File: config.mk
export PLATFORM = sky130hd
export DESIGN_NAME = modn_step_sequencer_flat
export DESIGN_NICKNAME = d
export VERILOG_FILES = /design/src/rtl/modn_step_sequencer_if.sv /design/src/rtl/modn_step_sequencer.sv /design/src/flat_wrapper.sv
export SDC_FILE = /design/constraint.sdc
export NUM_CORES = 1
export LEC_CHECK = 0
export BUFFER_PORTS_ARGS = -buffer_cell sky130_fd_sc_hd__buf_2
export CAP_MARGIN = 20
export CORE_UTILIZATION = 30
export DETAILED_ROUTE_END_ITERATION = 8
export PLACE_DENSITY_LB_ADDON = 0.25
export SETUP_SLACK_MARGIN = 0.1
export SYNTH_ARGS = -nofsm -noshare
export SYNTH_HDL_FRONTEND = slang
export SYNTH_SLANG_ARGS = --single-unit
File: constraint.sdc
create_clock -name Clk -period 2.7 [get_ports Clk]
set_input_delay 0.27 -clock Clk [delete_from_list [all_inputs] [get_ports Clk]]
set_output_delay 0.27 -clock Clk [all_outputs]
set_load 0.005 [all_outputs]
File: src/rtl/modn_step_sequencer_if.sv
// Command channel for modn_step_sequencer.
// Carries a valid/ready handshake with direction, modulus and step count.
interface modn_step_sequencer_if #(
  parameter int WIDTH = 4,
  parameter int STEPW = 8
);
  logic             cmd_valid;
  logic             cmd_ready;
  logic             cmd_up;
  logic [WIDTH-1:0] cmd_mod;
  logic [STEPW-1:0] cmd_steps;

  modport master (
    output cmd_valid,
    output cmd_up,
    output cmd_mod,
    output cmd_steps,
    input  cmd_ready
  );

  modport slave (
    input  cmd_valid,
    input  cmd_up,
    input  cmd_mod,
    input  cmd_steps,
    output cmd_ready
  );
endinterface

File: src/rtl/modn_step_sequencer.sv
// Command-driven mod-M up/down counter that runs a fixed number of steps.
// Optional WRAP_COUNT_EN adds a saturating wrap counter output wrap_cnt.
module modn_step_sequencer #(
  parameter int WIDTH     = 4,
  parameter int STEPW     = 8,
  parameter int N_DEFAULT = 11
) (
  input  logic             Clk,
  input  logic             reset_n,
  modn_step_sequencer_if.slave cmd,
  input  logic             hold,
  input  logic             abort,
  output logic [WIDTH-1:0] Count,
  output logic             wrap,
  output logic             busy,
`ifdef WRAP_COUNT_EN
  output logic [STEPW-1:0] wrap_cnt,
`endif
  output logic             done
);

  typedef enum logic {
    IDLE,
    RUN
  } state_t;

  state_t           state;
  logic [WIDTH-1:0] m;
  logic [WIDTH-1:0] m_new;
  logic [WIDTH-1:0] last;
  logic [WIDTH-1:0] nxt;
  logic             nwrap;
  logic [STEPW-1:0] steps;
  logic             up;

  assign cmd.cmd_ready = (state == IDLE);
  assign busy          = (state == RUN);

  // Moduli below 2 would make the counter degenerate.
  assign m_new = (cmd.cmd_mod < WIDTH'(2)) ? WIDTH'(2)
                                           : cmd.cmd_mod;
  assign last  = m - WIDTH'(1);

  always_comb begin
    nwrap = 1'b0;
    nxt   = Count;
    if (up) begin
      nwrap = (Count == last);
      nxt   = nwrap ? '0 : Count + WIDTH'(1);
    end else begin
      nwrap = (Count == '0);
      nxt   = nwrap ? last : Count - WIDTH'(1);
    end
  end

  always_ff @(posedge Clk or negedge reset_n) begin
    if (!reset_n) begin
      state <= IDLE;
      Count <= '0;
      m     <= WIDTH'(N_DEFAULT);
      steps <= '0;
      up    <= 1'b1;
      wrap  <= 1'b0;
      done  <= 1'b0;
`ifdef WRAP_COUNT_EN
      wrap_cnt <= '0;
`endif
    end else begin
      wrap <= 1'b0;
      done <= 1'b0;
      unique case (state)
        IDLE: begin
          if (cmd.cmd_valid) begin
            up    <= cmd.cmd_up;
            steps <= cmd.cmd_steps;
            m     <= m_new;
            if (Count >= m_new)
              Count <= '0;
            if (cmd.cmd_steps == '0)
              done <= 1'b1;
            else
              state <= RUN;
`ifdef WRAP_COUNT_EN
            wrap_cnt <= '0;
`endif
          end
        end
        RUN: begin
          unique case (1'b1)
            abort: begin
              state <= IDLE;
              steps <= '0;
            end
            (!abort && hold): begin
            end
            (!abort && !hold): begin
              Count <= nxt;
              wrap  <= nwrap;
              steps <= steps - STEPW'(1);
`ifdef WRAP_COUNT_EN
              if (nwrap && wrap_cnt != '1)
                wrap_cnt <= wrap_cnt + STEPW'(1);
`endif
              if (steps == STEPW'(1)) begin
                state <= IDLE;
                done  <= 1'b1;
              end
            end
            default: begin
            end
          endcase
        end
        default: state <= IDLE;
      endcase
    end
  end

endmodule
File: src/flat_wrapper.sv
// flat-port wrapper written by rule: the top's interface ports become plain ports
module modn_step_sequencer_flat 
#(
  parameter int WIDTH     = 4,
  parameter int STEPW     = 8,
  parameter int N_DEFAULT = 11
)
  (Clk, reset_n, hold, abort, Count, wrap, busy, done, cmd_cmd_valid, cmd_cmd_up, cmd_cmd_mod, cmd_cmd_steps, cmd_cmd_ready);
  modn_step_sequencer_if #(.WIDTH(WIDTH), .STEPW(STEPW)) cmd_i ();
  input  logic Clk;
  input  logic reset_n;
  input  logic hold;
  input  logic abort;
  output logic [WIDTH-1:0] Count;
  output logic wrap;
  output logic busy;
  output logic done;
  input wire logic [$bits(cmd_i.cmd_valid)-1:0] cmd_cmd_valid;
  input wire logic [$bits(cmd_i.cmd_up)-1:0] cmd_cmd_up;
  input wire logic [$bits(cmd_i.cmd_mod)-1:0] cmd_cmd_mod;
  input wire logic [$bits(cmd_i.cmd_steps)-1:0] cmd_cmd_steps;
  output wire logic [$bits(cmd_i.cmd_ready)-1:0] cmd_cmd_ready;
  assign cmd_i.cmd_valid = cmd_cmd_valid;
  assign cmd_i.cmd_up = cmd_cmd_up;
  assign cmd_i.cmd_mod = cmd_cmd_mod;
  assign cmd_i.cmd_steps = cmd_cmd_steps;
  assign cmd_cmd_ready = cmd_i.cmd_ready;
  modn_step_sequencer #(.WIDTH(WIDTH), .STEPW(STEPW), .N_DEFAULT(N_DEFAULT)) u_core (.Clk(Clk), .reset_n(reset_n), .cmd(cmd_i), .hold(hold), .abort(abort), .Count(Count), .wrap(wrap), .busy(busy), .done(done));
endmodule
==> results.yml <==
layout:
  fin_util: 0.3736
  nFillCells: 476
  layout.area.seq_um2: 505.5
  stdcell_area_um2: 1638
  n_antenna_cell: 0
  layout.nets: 216
  multiInputGateArea_um2: 808.3
  area_growth_pct: 18.14
  stdcell_count: 240
  drive_gt1_frac: 0.2181
floorplan:
  die_area_um2: 4897
  io_pins: 26
  core-area_um2: 4384
  fp.dieH_um: 69.98
  initial_core_util: 0.3162
  num_rows: 24
  die-width_um: 69.98
grt:
  grt_pass1_wl_um: 6168
  grt_max_degree: 21
  antenna_found_initial: 0
  grt_pass1_vias: 1333
  grt_usage: 0.1565
  grt.overflow.total: 0
setup_path:
  cp_slowest_cell: "dfstp_2"
  r2r_end: "u_core.Count[1]$_DFFE_PN0P_"
  crit_type: "flip-flop to flip-flop"
  endpoint: "u_core.Count[1]$_DFFE_PN0P_"
  cp.arrival_ns: 2.27
  path_cells: "inv_1, ha_1, xor2_1, nand2_1, nor3_1, nand2_1, a32o_1"
  cpPeakStageDelay_ns: 0.57
  r2r-start: "u_core.m[0]$_DFFE_PN1P_"
  startpoint_type: "flip-flop"
  cp-startpoint: "u_core.m[0]$_DFFE_PN1P_"
  crit_path_frequent_cell: "nand2_1"
  rrSetupSlack_ns: 0.59
  crit_required_ns: 2.86
  cp-end-kind: "flip-flop"
  worst-path-max-fanout: 4
  worst-r2r-cell-count: 7
min_path:
  holdCritPathClass: "input pin to flip-flop"
  hold_depth: 3
placed_design:
  post-place-ws_ns: 0.6030
  placed_cells: 235
  dp_hpwl_um: 2508
  place.gp.congestion: 0.8214
  post_dp_cell_area_um2: 1556
  port-buffer-count: 25
routing:
  drc: 0
  wl_per_cell_um: 14.27
  drt-initial-drc-count: 90
  routed_via_density: 5.388
  final_antenna_net_count: 0
  vias: 1293
  first_pass_iters: 4
  routed_wl_um: 3425
logic_synthesis:
  syn-cell-area_um2: 1386
  synth.top_cell.area_share: 0.2888
  yosysTopAreaCell: "dfrtp_1"
  yosysWarnings: 0
  yosysMostFrequentCell: "nand2_1"
  synth-seq-cells: 20
  ys_types: 43
  synth_nets: 189
  synthTopCellsByArea: "dfrtp_1, ha_1, dfstp_2"
  seq_area_frac_synth: 0.3646
  synthFlopType: "dfrtp_1"
  synth_common_cells: "nand2_1, o21ai_0, dfrtp_1, inv_1"
  synthCells: 162
  synth_edf_count: 0
  synth_area_per_cell_um2: 8.558
  async_reset_ff_frac: 1.000
power_and_ir_drop:
  power_mw: 1.458
  irDropWorstVdd_mv: 0.3309
  p_leak_nw: 0.7427
  power_density_nw_per_um2: 890.2
sta:
  hold_viol: 0
  worst_pin_slew_ns: 0.6671
  maxSlewViolCount: 0
  whs_ns: 0.1990
  setup_viol: 0
  rsz0062_at_grt: "false"
  timing.final.ws_setup_ns: 0.5882
  fmax_mhz: 473.5
  slew_headroom: 0.5553
  tns_ns: 0
  fin_crit_sh: 0.7822
  finClkSkew_ns: 0.004110
  min_period_ns: 2.112
cts:
  cts_buffers: 3
  clk_latency_ns: 0.27
  htree_levels: 1
  cts_tree: "yes"
  cts.sinks: 20
  clkSlewWorstSetupHoldPaths_ns: 0.08
  clockBufferDepth: 2
  ctsRootBufferMaster: "clkbuf_8"
  cts_resized: 0
run:
  max-cap-violations: 0
run_status:
  status: "complete, no violations"
## worst min-delay path by stage
stage | from | to | slack, ns
2_1_floorplan | reset_n | u_core.Count[0]$_DFFE_PN0P_ | -0.03
3_3_place_gp | reset_n | u_core.m[2]$_DFFE_PN0P_ | 0.27
3_5_place_dp | reset_n | u_core.m[2]$_DFFE_PN0P_ | 0.27
4_1_cts | cmd_cmd_up | u_core.up$_DFFE_PN1P_ | 0.20
5_1_grt | cmd_cmd_up | u_core.up$_DFFE_PN1P_ | 0.20
6_report | cmd_cmd_up | u_core.up$_DFFE_PN1P_ | 0.20
## cell type report
cell class,instances,area share
multi-input cells,125,0.4935
flip-flops and latches,20,0.3086
repair buffers,27,0.08709
well taps,52,0.03973
inverters,12,0.02750
clock buffers,3,0.02521
clock inverters,1,0.01833
## power breakdown
| part | switching, mW | internal [mW] |
|---|---|---|
| logic | 0.328 | 0.284 |
| registers | 0.147 | 0.390 |
| clock network | 0.111 | 0.198 |
## worst max-delay path, delay by kind of cell, from the launching register on
kind | cells | cell delay (ns)
and+or+nand+nor | 3 | 0.63
DFF | 1 | 0.57
adders and majority gates | 1 | 0.32
AOI/OAI and AO/OA | 1 | 0.26
xor gates and xnor gates | 1 | 0.17
buffers and inverters | 1 | 0.06
## placed cells by master (no fill, tap or decap), types with 2 or more instances in the layout
cell / n
nand2_1: 22
xnor2_1: 6
ha_1: 9
or4_1: 4
xor2_1: 2
dfrtp_1: 16
o21ai_0: 20
clkbuf_8: 3
a21oi_1: 10
nand3_1: 3
o211ai_1: 3
inv_1: 11
nor3_1: 6
nand2b_1: 3
a22oi_1: 3
buf_2: 25
nor2_1: 10
dfstp_2: 4
a32o_1: 2
## cells by family after synthesis
group | count (synthesis) | share of synthesized area
adder cells (fa/ha/maj) | 9 | 0.08123
XOR/XNOR | 8 | 0.05054
buffers and inverters | 17 | 0.05234
multiplexers | 1 | 0.008122
AO/OA/AOI/OAI | 50 | 0.2284
flip-flops | 20 | 0.3646
AND/OR/NAND/NOR | 57 | 0.2148
## routing by layer
layer / track usage / part of all wire / vias up
met5: 0 / 0 / -
met4: 0.05556 / 0.0061 / 0
met3: 0.03463 / 0.042 / 2
met2: 0.2607 / 0.47 / 33
met1: 0.1984 / 0.48 / 624
li1: - / - / 634
## repair_timing
action | in CTS | in global routing
buffers inserted | 0 | 0
hold endpoints to repair | 16 | 0
hold buffers | 1 | 0
## sequential cells by signal, summed over array words and instances (netlist names)
| name | count |
|---|---|
| u_core.wrap | 1 |
| u_core.done | 1 |
| u_core.up | 1 |
| u_core.busy | 1 |
| u_core.Count | 4 |
| u_core.m | 4 |
| u_core.steps | 8 |
(Power assumes the default switching activity.)
